<file path="src/rtl/fifo_flags_if.sv">
// fifo_flags_if: push/pop data bus, thresholds and status flags between producer/consumer and the fifo
interface fifo_flags_if #(
  parameter int DATA_WIDTH = 8,
  parameter int ADDR_WIDTH = 3
);
  logic                  push;
  logic                  pop;
  logic [DATA_WIDTH-1:0] data_in;
  logic [ADDR_WIDTH:0]   umbral_af;
  logic [ADDR_WIDTH:0]   umbral_ae;
  logic [DATA_WIDTH-1:0] data_out;
  logic                  valid_out;
  logic                  full;
  logic                  almost_full;
  logic                  empty;
  logic                  almost_empty;
  logic                  error;
  logic [ADDR_WIDTH:0]   count;
  modport master (
    output push, pop, data_in, umbral_af, umbral_ae,
    input  data_out, valid_out, full, almost_full, empty, almost_empty, error, count
  );
  modport slave (
    input  push, pop, data_in, umbral_af, umbral_ae,
    output data_out, valid_out, full, almost_full, empty, almost_empty, error, count
  );
endinterface

</file>
<file path="src/rtl/fifo_flags.sv">
// fifo_flags: synchronous fifo with occupancy-derived status flags and sticky overflow/underflow error
module fifo_flags #(
  parameter int DATA_WIDTH = 8,
  parameter int ADDR_WIDTH = 3
) (
  input logic         clk,
  input logic         reset,
  fifo_flags_if.slave f
);
  localparam logic [ADDR_WIDTH:0] depth = {1'b1, {ADDR_WIDTH{1'b0}}};
  logic [DATA_WIDTH-1:0] mem [2**ADDR_WIDTH];
  logic [ADDR_WIDTH-1:0] wr_ptr, rd_ptr;
  logic [ADDR_WIDTH:0]   cnt;
  logic                  we, re, bad;
  // flags depend only on registered count and the live thresholds
  assign f.full         = cnt == depth;
  assign f.empty        = cnt == '0;
  assign f.almost_full  = (f.umbral_af != '0) && (cnt >= f.umbral_af);
  assign f.almost_empty = cnt <= f.umbral_ae;
  assign f.count        = cnt;
  // a pop frees a slot on full, so push+pop on full is legal
  assign we  = f.push & (~f.full | f.pop);
  assign re  = f.pop & ~f.empty;
  assign bad = (f.push & f.full & ~f.pop) | (f.pop & f.empty);
  always_ff @(posedge clk)
    if (we && !reset) mem[wr_ptr] <= f.data_in;
  always_ff @(posedge clk)
    if (reset) begin
      wr_ptr      <= '0;
      rd_ptr      <= '0;
      cnt         <= '0;
      f.data_out  <= '0;
      f.valid_out <= 1'b0;
      f.error     <= 1'b0;
    end else begin
      if (we) wr_ptr <= wr_ptr + {{(ADDR_WIDTH-1){1'b0}}, 1'b1};
      if (re) begin
        rd_ptr     <= rd_ptr + {{(ADDR_WIDTH-1){1'b0}}, 1'b1};
        f.data_out <= mem[rd_ptr];
      end
      f.valid_out <= re;
      cnt         <= cnt + {{ADDR_WIDTH{1'b0}}, we} - {{ADDR_WIDTH{1'b0}}, re};
      if (bad) f.error <= 1'b1;
    end
endmodule

</file>
<file path="src/flat_wrapper.sv">
// flat-port wrapper written by rule: the top's interface ports become plain ports
module fifo_flags_flat 
#(
  parameter int DATA_WIDTH = 8,
  parameter int ADDR_WIDTH = 3
)
  (clk, reset, f_push, f_pop, f_data_in, f_umbral_af, f_umbral_ae, f_data_out, f_valid_out, f_full, f_almost_full, f_empty, f_almost_empty, f_error, f_count);
  fifo_flags_if #(.DATA_WIDTH(DATA_WIDTH), .ADDR_WIDTH(ADDR_WIDTH)) f_i ();
  input logic clk;
  input logic reset;
  input wire logic [$bits(f_i.push)-1:0] f_push;
  input wire logic [$bits(f_i.pop)-1:0] f_pop;
  input wire logic [$bits(f_i.data_in)-1:0] f_data_in;
  input wire logic [$bits(f_i.umbral_af)-1:0] f_umbral_af;
  input wire logic [$bits(f_i.umbral_ae)-1:0] f_umbral_ae;
  output wire logic [$bits(f_i.data_out)-1:0] f_data_out;
  output wire logic [$bits(f_i.valid_out)-1:0] f_valid_out;
  output wire logic [$bits(f_i.full)-1:0] f_full;
  output wire logic [$bits(f_i.almost_full)-1:0] f_almost_full;
  output wire logic [$bits(f_i.empty)-1:0] f_empty;
  output wire logic [$bits(f_i.almost_empty)-1:0] f_almost_empty;
  output wire logic [$bits(f_i.error)-1:0] f_error;
  output wire logic [$bits(f_i.count)-1:0] f_count;
  assign f_i.push = f_push;
  assign f_i.pop = f_pop;
  assign f_i.data_in = f_data_in;
  assign f_i.umbral_af = f_umbral_af;
  assign f_i.umbral_ae = f_umbral_ae;
  assign f_data_out = f_i.data_out;
  assign f_valid_out = f_i.valid_out;
  assign f_full = f_i.full;
  assign f_almost_full = f_i.almost_full;
  assign f_empty = f_i.empty;
  assign f_almost_empty = f_i.almost_empty;
  assign f_error = f_i.error;
  assign f_count = f_i.count;
  fifo_flags #(.DATA_WIDTH(DATA_WIDTH), .ADDR_WIDTH(ADDR_WIDTH)) u_core (.clk(clk), .reset(reset), .f(f_i));
endmodule
</file>
<file path="config.mk">
export PLATFORM = sky130hd
export DESIGN_NAME = fifo_flags_flat
export DESIGN_NICKNAME = d
export VERILOG_FILES = /design/src/rtl/fifo_flags_if.sv /design/src/rtl/fifo_flags.sv /design/src/flat_wrapper.sv
export SDC_FILE = /design/constraint.sdc
export NUM_CORES = 1
export LEC_CHECK = 0
export CAP_MARGIN = 20
export CORE_UTILIZATION = 45
export DETAILED_ROUTE_END_ITERATION = 8
export HOLD_SLACK_MARGIN = 0.03
export PLACE_DENSITY = 0.66
export SYNTH_ARGS = -nofsm -noshare
export SYNTH_HDL_FRONTEND = slang
export SYNTH_SLANG_ARGS = --single-unit
</file>
<file path="constraint.sdc">
create_clock -name clk -period 4 [get_ports clk]
set_input_delay 0.4 -clock clk [delete_from_list [all_inputs] [get_ports clk]]
set_output_delay 0.4 -clock clk [all_outputs]
set_load 0.02 [all_outputs]
</file>
# Word-level counts from Yosys, hierarchy flattened
# Memory sizes are Yosys's and may differ from the RTL's. A register that Yosys moved wholly into a read port is not among the register bits.
# Cells that the tools add are included.
# op_classes
mux	2
eq_ne	1
n_shift	0
magnitude_cmp	2
bitwise	10
add_sub_neg	4
n_reduce_logical	5
mul	0
div_mod_pow	0
# op_table
cell	n
adder 3 x 1 -> 3 bit (second input constant)	2
bitwise AND 1 bit	5
adder 4 x 1 -> 4 bit	1
equality test 4 bit (second input constant)	1
greater-or-equal comparator 4 bit	1
<= comparator 4 bit	1
zero test 4 bit	1
nonzero test 4 bit	1
subtractor 4 x 1 -> 4 bit	1
inverter 1 bit	3
logical AND 1 bit	2
2-to-1 mux 1 bit	2
OR 1 bit	2
zero test 1 bit	1
# totals
register_bits	12
latchBits	0
memories	1
inputBits	20
mem_bits_ro	0
out_inout_bits	18
mem_bits_rw	64
# mem_list
memory	words	word_bits	read_ports	rd_ports_with_merged_regs	wr	line	rtl
u_core.mem	8	8	1	1	1	fifo_flags.sv:11	logic [DATA_WIDTH-1:0] mem [2**ADDR_WIDTH];

# Depth between registers and ports, before layout
# Gate-level depths: netlist of run 1.
# depth
depth_word	7
mapped_depth	12

# Least setup slack after synthesis of run 1
# No wires, ideal clock.
# synth_timing
path_kind	flip-flop to flip-flop
from	reg u_core.cnt[2] (netlist: u_core.f.count[2])
to	mem u_core.mem[4][0] (enable)
required_ns	3.605
arrival_ns	2.092
slack_ns	1.514
path_stages_with_launch	8
synth_period_minus_slack_ns	2.486
setup_ns	0.395
path_cell_list	dfxtp_1 -> inv_1 -> ha_1 -> or3b_4 -> o21ai_4 -> inv_4 -> nand2_2 -> nor4_1
# synth_via
elab_chain_len	7
# synth_rtl
item	line	rtl
start: declaration	fifo_flags.sv:13	logic [ADDR_WIDTH:0] cnt;
start signal: assignment	fifo_flags.sv:42	cnt <= cnt + {{ADDR_WIDTH{1'b0}}, we} - {{ADDR_WIDTH{1'b0}}, re};
equality test 4 bit	fifo_flags.sv:16	assign f.full = cnt == depth;
inverter 1 bit	fifo_flags.sv:22	assign we = f.push & (~f.full | f.pop);
OR 1 bit	fifo_flags.sv:22	
bitwise AND 1 bit	fifo_flags.sv:22	
logical AND 1 bit	fifo_flags.sv:26	if (we && !reset) mem[wr_ptr] <= f.data_in;
2-to-1 mux 1 bit	fifo_flags.sv:26	
2-to-1 mux 1 bit (implied by the code)	fifo_flags.sv:26	
end: declaration	fifo_flags.sv:11	
# No other way between the ends.

# Worst setup path after layout of run 1
# layout_timing
from	in f_umbral_ae[1]
to	out f_almost_empty
# layout_via
elab_chain_len	1
# layout_rtl
item	line	rtl
start: declaration	flat_wrapper.sv:15	input wire logic [$bits(f_i.umbral_ae)-1:0] f_umbral_ae;
<= comparator 4 bit	fifo_flags.sv:19	assign f.almost_empty = cnt <= f.umbral_ae;
end: declaration	flat_wrapper.sv:21	output wire logic [$bits(f_i.almost_empty)-1:0] f_almost_empty;
# No other way between the ends.

==> flow_metrics.py, run 1 <==
metrics = {
    "setup_path": {
        "path_class": "in2out",
        "crit_fanout": 2,
        "worst_setup_path_end_kind": "output pin",
        "r2r-start": "u_core.f.count[2]",
        "rrSetupSlack_ps": 1570,
        "cp_cell_sequence": "clkdlybuf4s50_1 -> inv_1 -> ha_1 -> nor2b_1 -> o21a_1 -> o21a_1 -> o21ai_0 -> clkdlybuf4s50_1",
        "r2r-end": "u_core.mem[6][3]",
        "cp-start-kind": "input port",
        "arrival_ps": 2390,
        "r2r_cells": 7,
        "max_stage_delay_ps": 620,
        "crit_family": "buffers and inverters",
        "slowest_stage": "clkdlybuf4s50_1",
        "crit_start": "f_umbral_ae[1]",
        "cp.required_ps": 3600,
        "path_buf_inv": 3,
    },
    "logic_synthesis": {
        "syn-num-nets": 282,
        "synthCells": 245,
        "synth_top_area_frac": 0.534,
        "yosys.cell_types.count": 39,
        "synthTopCellsByArea": "edfxtp_1, dfxtp_1, mux2i_1",
        "yosys_warnings": 0,
        "synth_area_leader_cell": "edfxtp_1",
        "ys_seq_area_frac": 0.645,
        "syn-mean-instance-area_um2": 14.7,
        "synth-seq-cells": 84,
        "synth_area_um2": 3600,
    },
    "final_layout": {
        "drive_gt1_frac": 0.118,
        "fin_cells": 399,
        "fin_util": 0.561,
        "fin_nets": 329,
        "mostFrequentLayoutCell": "edfxtp_1",
        "diodes": 0,
        "area_growth_pct": 20.5,
        "final_cell_mix": "edfxtp_1, clkdlybuf4s50_1, mux2i_1",
    },
    "pwr": {
        "sequentialPowerShare": 0.436,
        "p_leak_nw": 1.56,
        "max-vdd-ir-drop_mv": 0.563,
        "power_density_nw_per_um2": 598,
        "switching_share": 0.301,
        "combPwrFrac": 0.282,
        "clock_power_share": 0.282,
        "p_int_mw": 1.81,
        "switching_power_uw": 781,
    },
    "clock_network": {
        "htreeDepth": 3,
        "cts_setup_buffers": 0,
        "cts_resized": 0,
        "path_clk_slew_ps": 80,
        "numClockSinks": 84,
        "numCtsBuffers": 9,
        "clock_latency_ps": 360,
        "cts_root_buf": "clkbuf_8",
        "cts_hold_buf": 0,
        "cts_buffer_depth": 2,
        "cts_tree": "done",
    },
    "hold_path": {
        "hold_depth": 1,
        "hold_class": "reg2reg",
        "hold_start": "u_core.f.data_out[3]",
        "whs_endpoint": "u_core.f.data_out[3]",
    },
    "floorplanning": {
        "die_w_um": 91.4,
        "core_area_um2": 7730,
        "dieArea_um2": 8360,
        "initial_core_util": 0.466,
        "die_y_um": 91.4,
        "ios": 38,
        "rows": 32,
    },
    "route": {
        "ant_nets": 0,
        "wl_per_cell_um": 16.5,
        "vias": 2084,
        "post_drt_via_cell_ratio": 5.22,
        "drc_errors": 0,
        "first_iter_violations": 161,
        "firstDrtPassIters": 4,
        "totalWireLength_um": 6580,
    },
    "grt": {
        "grt-busiest-layer": "met2",
        "grt.overflow.total": 0,
        "met2_usage": 0.267,
        "grt_first_pass_wirelength_um": 10600,
        "use_met1": 0.229,
        "grt_pass1_vias": 2013,
        "antenna_found_initial": 0,
        "grt_max_degree": 35,
        "met3_usage": 0.0553,
        "grtUsageTotal": 0.172,
    },
    "timing": {
        "setup_tns_ps": 0,
        "min_period_ps": 2790,
        "slew_headroom": 0.282,
        "finalHoldViolations": 0,
        "worstMarginPinSlew_ps": 1080,
        "slew_viol_final": 0,
        "period_share": 0.696,
        "rsz0062_at_grt": "false",
        "fmax_ghz": 0.359,
        "fin_skew_ps": 9.15,
        "setup_viol_count_final": 0,
        "holdWs_ps": 470,
    },
    "job": {
        "drv_cap": 0,
    },
    "placed_design": {
        "place_hpwl_um": 4250,
        "numPortBuffers": 37,
        "dp.cells": 383,
        "gp_congestion": 0.714,
    },
    "run_status": {
        "outcome": "finished clean",
    },
}
## layout make-up
class | count | area (um2)
sequential | 84 | 2320
inverter | 17 | 68.8
tap | 102 | 128
clock buffer | 9 | 124
clock inverter | 7 | 123
multi-input combinational | 135 | 1140
fill | 619 | 3390
timing repair buffer | 45 | 430
## registers in the layout, summed over array words and instances (netlist names)
name / flops
u_core.mem: 64
u_core.f.data_out: 8
u_core.f.count: 4
u_core.rd_ptr: 3
u_core.wr_ptr: 3
u_core.f.error: 1
u_core.f.valid_out: 1
## kinds of logic (layout without fill, tap and decap cells)
family / count (synthesis) / after routing / share of synthesized area
buffers and inverters: 26 / 78 / 0.0396
AOI/OAI and AO/OA: 37 / 37 / 0.0824
xor gates and xnor gates: 6 / 6 / 0.0167
and+or+nand+nor: 43 / 43 / 0.0660
DFF: 84 / 84 / 0.645
muxes: 32 / 32 / 0.0890
adders and majority gates: 17 / 17 / 0.0612
## power by group through the flow
stage	combinational (mW)	clock, mW	sequential (mW)
after floorplan	0.519	0	1.13
after global placement	0.724	0	1.15
after detailed placement	0.738	0	1.16
after CTS	0.741	0.743	1.14
after global routing	0.806	0.782	1.15
final	0.731	0.732	1.13
## how the worst max path moves through the flow
| stage | to | slack [ps] | depth (start not counted) |
|---|---|---|---|
| after global routing | f_almost_full | 1060 | 7 |
| after CTS | f_almost_empty | 1180 | 6 |
| final | f_almost_empty | 1210 | 8 |
| after global placement | f_almost_empty | 1240 | 8 |
| after detailed placement | f_almost_empty | 1190 | 8 |
| after floorplan | u_core.mem[4][0] | 1510 | 7 |
## stage by stage
stage	setup WS [ps]	area [um2]	total power [mW]
after floorplan	1510	3600	1.65
after global placement	1240	4090	1.88
after detailed placement	1190	4090	1.89
after CTS	1180	4340	2.62
after global routing	1060	4340	2.74
final	1210	4340	2.59
## worst register-to-register path, cell delays in order, from the launching register on
cell and delay [ps]:
dfxtp_1 410, inv_1 110, ha_1 220, or3b_4 260
o21ai_4 90, inv_4 100, nand2_2 80, nor2_1 790
## cells in the mapped netlist
cell type / number
nor2_2: 1
a41o_1: 1
o21ai_4: 1
a211oi_1: 1
buf_1: 3
buf_6: 3
nand3b_1: 1
xnor2_2: 1
nand2b_1: 1
o21ai_0: 1
nand3_1: 1
nor4b_1: 1
o211ai_1: 1
xnor2_1: 2
fa_1: 1
a32o_1: 8
nor2b_1: 4
inv_1: 15
nor4_1: 2
nand2_2: 2
a22oi_1: 16
buf_4: 2
a21o_1: 2
a21oi_1: 4
nor2_8: 1
nor3_1: 4
ha_1: 16
and2_1: 1
nor2_1: 15
or3b_4: 2
o21a_1: 2
edfxtp_1: 64
mux2i_1: 32
clkbuf_8: 1
inv_4: 2
nand4_1: 1
dfxtp_1: 20
xor2_1: 3
nand2_1: 6
## metal layers
metal	vias up	wire [um]	share of wire
met5	-	0	0
met4	0	116	0.018
met3	13	324	0.049
met2	50	3110	0.47
met1	1004	3020	0.46
li1	1017	-	-
No activity file was read; power rests on OpenSTA's default activity.
==> run 2, diff against run 1 <==
Settings changed: PLACE_DENSITY 0.66 to 0.68.
Clock period 4 ns to 2.5 ns, I/O delays scaled along.
==> run 2 against run 1 <==
  * Register-to-register slack worse by 1400 ps
  * Sequential share of layout area up 0.48 points
  * Via count down 1.4%
  * Utilization down 0.44 points
  * Sequential power up 51%
  * Die area unchanged
  * Final area down 0.78%
  * Combinational power up 78%
  * Clock skew up 0.88 ps
  * Clock-buffer cell count unchanged
  * Clock power up 22%
  * Non-clock buffer count up 4
  * Critical endpoint is now u_core.f.count[2]
==> flow_metrics.py, run 2 (synthesis gave the netlist of run 1 again) <==
metrics = {
    "run_status": {
        "outcome": "finished clean",
    },
    "floorplanning": {
        "core_area_um2": 7730,
        "die_w_um": 91.4,
        "initial_core_util": 0.466,
        "die_y_um": 91.4,
        "dieArea_um2": 8360,
        "rows": 32,
        "ios": 38,
    },
    "pwr": {
        "combPwrFrac": 0.332,
        "max-vdd-ir-drop_mv": 0.626,
        "clock_power_share": 0.229,
        "p_leak_nw": 1.55,
        "p_int_mw": 2.62,
        "switching_power_mw": 1.28,
        "totalPowerFinal_mw": 3.90,
        "sequentialPowerShare": 0.439,
        "switching_share": 0.328,
        "power_density_nw_per_um2": 906,
    },
    "timing": {
        "rsz0062_at_grt": "false",
        "period_share": 0.931,
        "fin_skew_ps": 10.0,
        "post-route-worst-setup-slack_ps": 172,
        "worstMarginPinSlew_ps": 950,
        "slew_headroom": 0.364,
        "setup_viol_count_final": 0,
        "slew_viol_final": 0,
        "setup_tns_ps": 0,
        "min_period_ps": 2330,
        "finalHoldViolations": 0,
        "fmax_ghz": 0.430,
    },
    "final_layout": {
        "fillers": 630,
        "final_cell_mix": "edfxtp_1, clkdlybuf4s50_1, mux2i_1",
        "multi_input_area_um2": 1140,
        "fin_nets": 333,
        "regMostFlops": "u_core.mem",
        "diodes": 0,
        "largest_reg_flops": 64,
        "area_growth_pct": 19.6,
        "regArea_um2": 2330,
        "mostFrequentLayoutCell": "edfxtp_1",
        "drive_gt1_frac": 0.143,
    },
    "clock_network": {
        "numClockSinks": 84,
        "path_clk_slew_ps": 90,
        "cts_root_buf": "clkbuf_8",
        "htreeDepth": 3,
        "cts_tree": "done",
        "numCtsBuffers": 9,
        "cts_setup_buffers": 0,
        "clock_latency_ps": 350,
        "cts_buffer_depth": 2,
        "cts_hold_buf": 0,
    },
    "setup_path": {
        "r2r_cells": 12,
        "worst_setup_path_end_kind": "flip-flop",
        "path_class": "reg2reg",
        "crit_start": "u_core.f.count[2]",
        "cp-endpoint": "u_core.f.count[2]",
        "r2r-start": "u_core.f.count[2]",
        "crit_fanout": 4,
        "arrival_ps": 2580,
        "r2r-end": "u_core.f.count[2]",
        "cp.required_ps": 2760,
        "rrSetupSlack_ps": 170,
        "cp-start-kind": "flip-flop",
    },
    "route": {
        "first_iter_violations": 121,
        "firstDrtPassIters": 4,
        "wl_per_cell_um": 16.6,
        "post_drt_via_cell_ratio": 5.10,
        "vias": 2054,
        "drc_errors": 0,
        "ant_nets": 0,
        "totalWireLength_um": 6700,
    },
    "job": {
        "drv_cap": 0,
    },
    "placed_design": {
        "numPortBuffers": 37,
        "pre_cts_ws_ps": 34.2,
        "place_hpwl_um": 4310,
        "gp_congestion": 0.725,
    },
    "grt": {
        "grt_pass1_vias": 2002,
        "grt_max_degree": 33,
        "antenna_found_initial": 0,
        "grtUsageTotal": 0.173,
        "grt.overflow.total": 0,
        "grt_first_pass_wirelength_um": 10500,
    },
    "hold_path": {
        "hold_class": "reg2reg",
        "hold_depth": 1,
        "hold_start": "u_core.f.data_out[0]",
    },
}
## run 2: cell count changes in the layout (fill, tap and decap cells not counted), sizes merged
| cell | change |
|---|---|
| buf | +4 |
| bufinv | -3 |
| clkdlybuf4s50 | -2 |
| dlygate4sd2 | +2 |
| clkinv | +1 |
| clkinvlp | +1 |
| inv | +1 |
## run 2: power by group through the flow
stage                     sequential [mW]  clock, mW  combinational, mW
after CTS                            1.71      0.911               1.31
after global routing                 1.73      0.976               1.42
after detailed placement             1.74          0               1.32
after global placement               1.73          0               1.30
final                                1.71      0.892               1.30
after floorplan                      1.80          0              0.830
## run 2: worst min path at each step
stage	to	slack, ps
2_1_floorplan	u_core.mem[0][0]	350
3_3_place_gp	u_core.f.data_out[0]	450
3_5_place_dp	u_core.f.data_out[3]	460
4_1_cts	u_core.f.data_out[3]	480
5_1_grt	u_core.f.data_out[0]	500
6_report	u_core.f.data_out[0]	480
## run 2: cell type report
cell class	instances	area share
clock inverter	7	0.0137
clock buffer	9	0.0288
tap	102	0.0297
multi-input combinational	135	0.265
sequential	84	0.540
inverter	17	0.0160
timing repair buffer	49	0.106
## run 2: per-stage QoR
stage | utilization | instances | cell area [um2] | hold WS (ps)
after CTS | 0.557 | 403 | 4300 | 479
after floorplan | - | 245 | 3600 | 349
after global placement | 0.533 | 387 | 4120 | 450
final | 0.557 | 403 | 4300 | 476
after detailed placement | 0.533 | 387 | 4120 | 460
after global routing | 0.557 | 403 | 4300 | 497
## run 2: worst max-delay path: stages (launching register included)
cell and delay (ps):
dfxtp_1 330, inv_1 100, ha_1 160, or3b_4 390, nand2_2 110, inv_4 70, ha_1 270, inv_1 50
ha_1 160, inv_1 60, fa_1 370, xor2_1 130, nor2_1 50
## run 2: timing repair
| action | CTS | global route |
|---|---|---|
| pin swaps | 0 | 0 |
| setup endpoints to repair | 2 | 1 |
| resized for setup | 3 | 2 |
## run 2: layer usage
| layer | global-route usage | part of all wire | up-vias |
|---|---|---|---|
| li1 | - | - | 1028 |
| met1 | 0.229 | 0.49 | 982 |
| met2 | 0.271 | 0.46 | 36 |
| met3 | 0.0553 | 0.038 | 8 |
| met4 | 0.0556 | 0.012 | 0 |
| met5 | 0 | 0 | - |
==> run 3, diff against run 2 <==
Settings changed: CORE_UTILIZATION 45 to 37, PLACE_DENSITY 0.68 to default.
==> run 3 against run 2 <==
  * Setup slack lost 25 ps
  * Sequential share of layout area is 1.3 points lower
  * Register-to-register slack worse by 20 ps
  * Highest routed layer unchanged
  * Critical path depth decreased by 5
  * Final cell count rose by 7.7%
  * Clock power grew 13%
  * First-iteration DRC count decreased by 18%
  * Clock skew is 2.7 ps lower
  * Via count up 4.4%
  * Critical endpoint is now f_almost_full
==> flow_metrics.py, run 3 (synthesis gave the netlist of run 1 again) <==
metrics = {
    "clock_network": {
        "numCtsBuffers": 9,
        "numClockSinks": 84,
        "cts_root_buf": "clkbuf_8",
        "cts_buffer_depth": 2,
        "path_clk_slew_ps": 80,
        "cts_tree": "done",
        "htreeDepth": 3,
        "clock_latency_ps": 340,
        "cts_hold_buf": 0,
        "cts_setup_buffers": 0,
    },
    "run_status": {
        "outcome": "finished clean",
    },
    "placed_design": {
        "numPortBuffers": 37,
        "dpl_cell_area_um2": 4200,
        "gp_congestion": 0.770,
        "dp.cells": 417,
        "place_hpwl_um": 4450,
    },
    "floorplanning": {
        "core_area_um2": 9330,
        "initial_core_util": 0.386,
        "ios": 38,
        "die_y_um": 101,
        "die_w_um": 101,
        "rows": 35,
        "dieArea_um2": 10100,
    },
    "grt": {
        "grt_max_degree": 35,
        "grt_first_pass_wirelength_um": 11300,
        "antenna_found_initial": 0,
        "grt.overflow.total": 0,
        "grt_pass1_vias": 2109,
        "grtUsageTotal": 0.154,
    },
    "route": {
        "wl_per_cell_um": 16.3,
        "first_iter_violations": 99,
        "firstDrtPassIters": 4,
        "drc_errors": 0,
        "totalWireLength_um": 7060,
        "ant_nets": 0,
        "vias": 2145,
        "post_drt_via_cell_ratio": 4.94,
    },
    "timing": {
        "setup_tns_ps": 0,
        "holdWs_ps": 466,
        "finalHoldViolations": 0,
        "period_share": 0.941,
        "fin_skew_ps": 7.29,
        "setup_viol_count_final": 0,
        "rsz0062_at_grt": "false",
        "fmax_ghz": 0.425,
        "worstMarginPinSlew_ps": 1050,
        "slew_viol_final": 0,
        "slew_headroom": 0.298,
        "min_period_ps": 2350,
    },
    "final_layout": {
        "final_area_um2": 4410,
        "fin_cells": 434,
        "largest_reg_flops": 64,
        "final_cell_mix": "edfxtp_1, clkdlybuf4s50_1, mux2i_1",
        "fin_nets": 337,
        "area_growth_pct": 22.5,
        "mostFrequentLayoutCell": "edfxtp_1",
        "diodes": 0,
        "regMostFlops": "u_core.mem",
        "drive_gt1_frac": 0.141,
    },
    "pwr": {
        "switching_share": 0.304,
        "switching_power_mw": 1.24,
        "p_leak_nw": 1.58,
        "combPwrFrac": 0.335,
        "sequentialPowerShare": 0.417,
        "clock_power_share": 0.249,
        "max-vdd-ir-drop_mv": 0.419,
        "power_density_nw_per_um2": 923,
        "p_int_mw": 2.83,
        "totalPowerFinal_mw": 4.07,
    },
    "setup_path": {
        "cp.required_ps": 2250,
        "arrival_ps": 2100,
        "slowest_stage": "dfxtp_1",
        "worst_setup_path_end_kind": "output pin",
        "path_class": "reg2out",
        "crit_start": "u_core.f.count[0]",
        "crit_fanout": 4,
        "r2r-start": "u_core.f.count[3]",
        "cp-start-kind": "flip-flop",
        "max_stage_delay_ps": 380,
        "cp_cell_sequence": "inv_1 -> ha_1 -> nand2b_1 -> a21o_1 -> a211oi_1 -> nor3_1 -> dlygate4sd2_1",
    },
    "job": {
        "drv_cap": 0,
    },
    "hold_path": {
        "hold_start": "u_core.f.data_out[1]",
        "hold_class": "reg2reg",
    },
}
[run 3: worst max-delay path, delay by kind of cell, from the launching register on]
family	cells	cell delay, ps
buffers and inverters	2	460
AO/OA/AOI/OAI	2	400
flip-flops	1	380
adder cells (fa/ha/maj)	1	300
AND/OR/NAND/NOR	2	210
[run 3: path summary, 6_finish.rpt]
kind	cells past startpoint	end	slack (ps)
worst max-delay path	7	f_almost_full	150
worst min-delay path	1	u_core.f.data_out[1]	470
worst max register to register	12	u_core.f.count[2]	150
worst min register to register	1	u_core.f.data_out[1]	470
[run 3: metrics by stage]
| step | setup WS [ps] | utilization |
|---|---|---|
| after floorplan | 13.5 | - |
| after global placement | 38.5 | 0.450 |
| after detailed placement | 8.47 | 0.450 |
| after CTS | 114 | 0.472 |
| after global routing | 0.111 | 0.473 |
| final | 147 | 0.473 |
[run 3: power groups by stage]
stage               clock network, mW  logic [mW]  registers [mW]
floorplan                           0       0.830            1.80
global route                     1.10        1.50            1.71
detailed placement                  0        1.39            1.73
CTS                              1.04        1.39            1.70
global placement                    0        1.37            1.73
finish                           1.01        1.36            1.70
[run 3: per-layer routing]
layer / GRT usage / up-vias / routed length (um)
met5: 0 / - / 0
met4: 0.0713 / 0 / 138
met3: 0.0291 / 14 / 262
met2: 0.241 / 44 / 3400
met1: 0.207 / 1054 / 3260
li1: - / 1033 / -
[run 3: final cells by class]
cell class	count	area [um2]
Multi-Input combinational cell	135	1150
Sequential cell	84	2320
Fill cell	828	4920
Timing Repair Buffer	53	500
Clock buffer	11	131
Tap cell	129	161
Inverter	17	68.8
Clock inverter	5	76.3
[run 3: repair_timing]
| item | in CTS | in global routing |
|---|---|---|
| gates resized for setup | 2 | 1 |
| pin swaps | 0 | 0 |
| setup endpoints to repair | 2 | 1 |
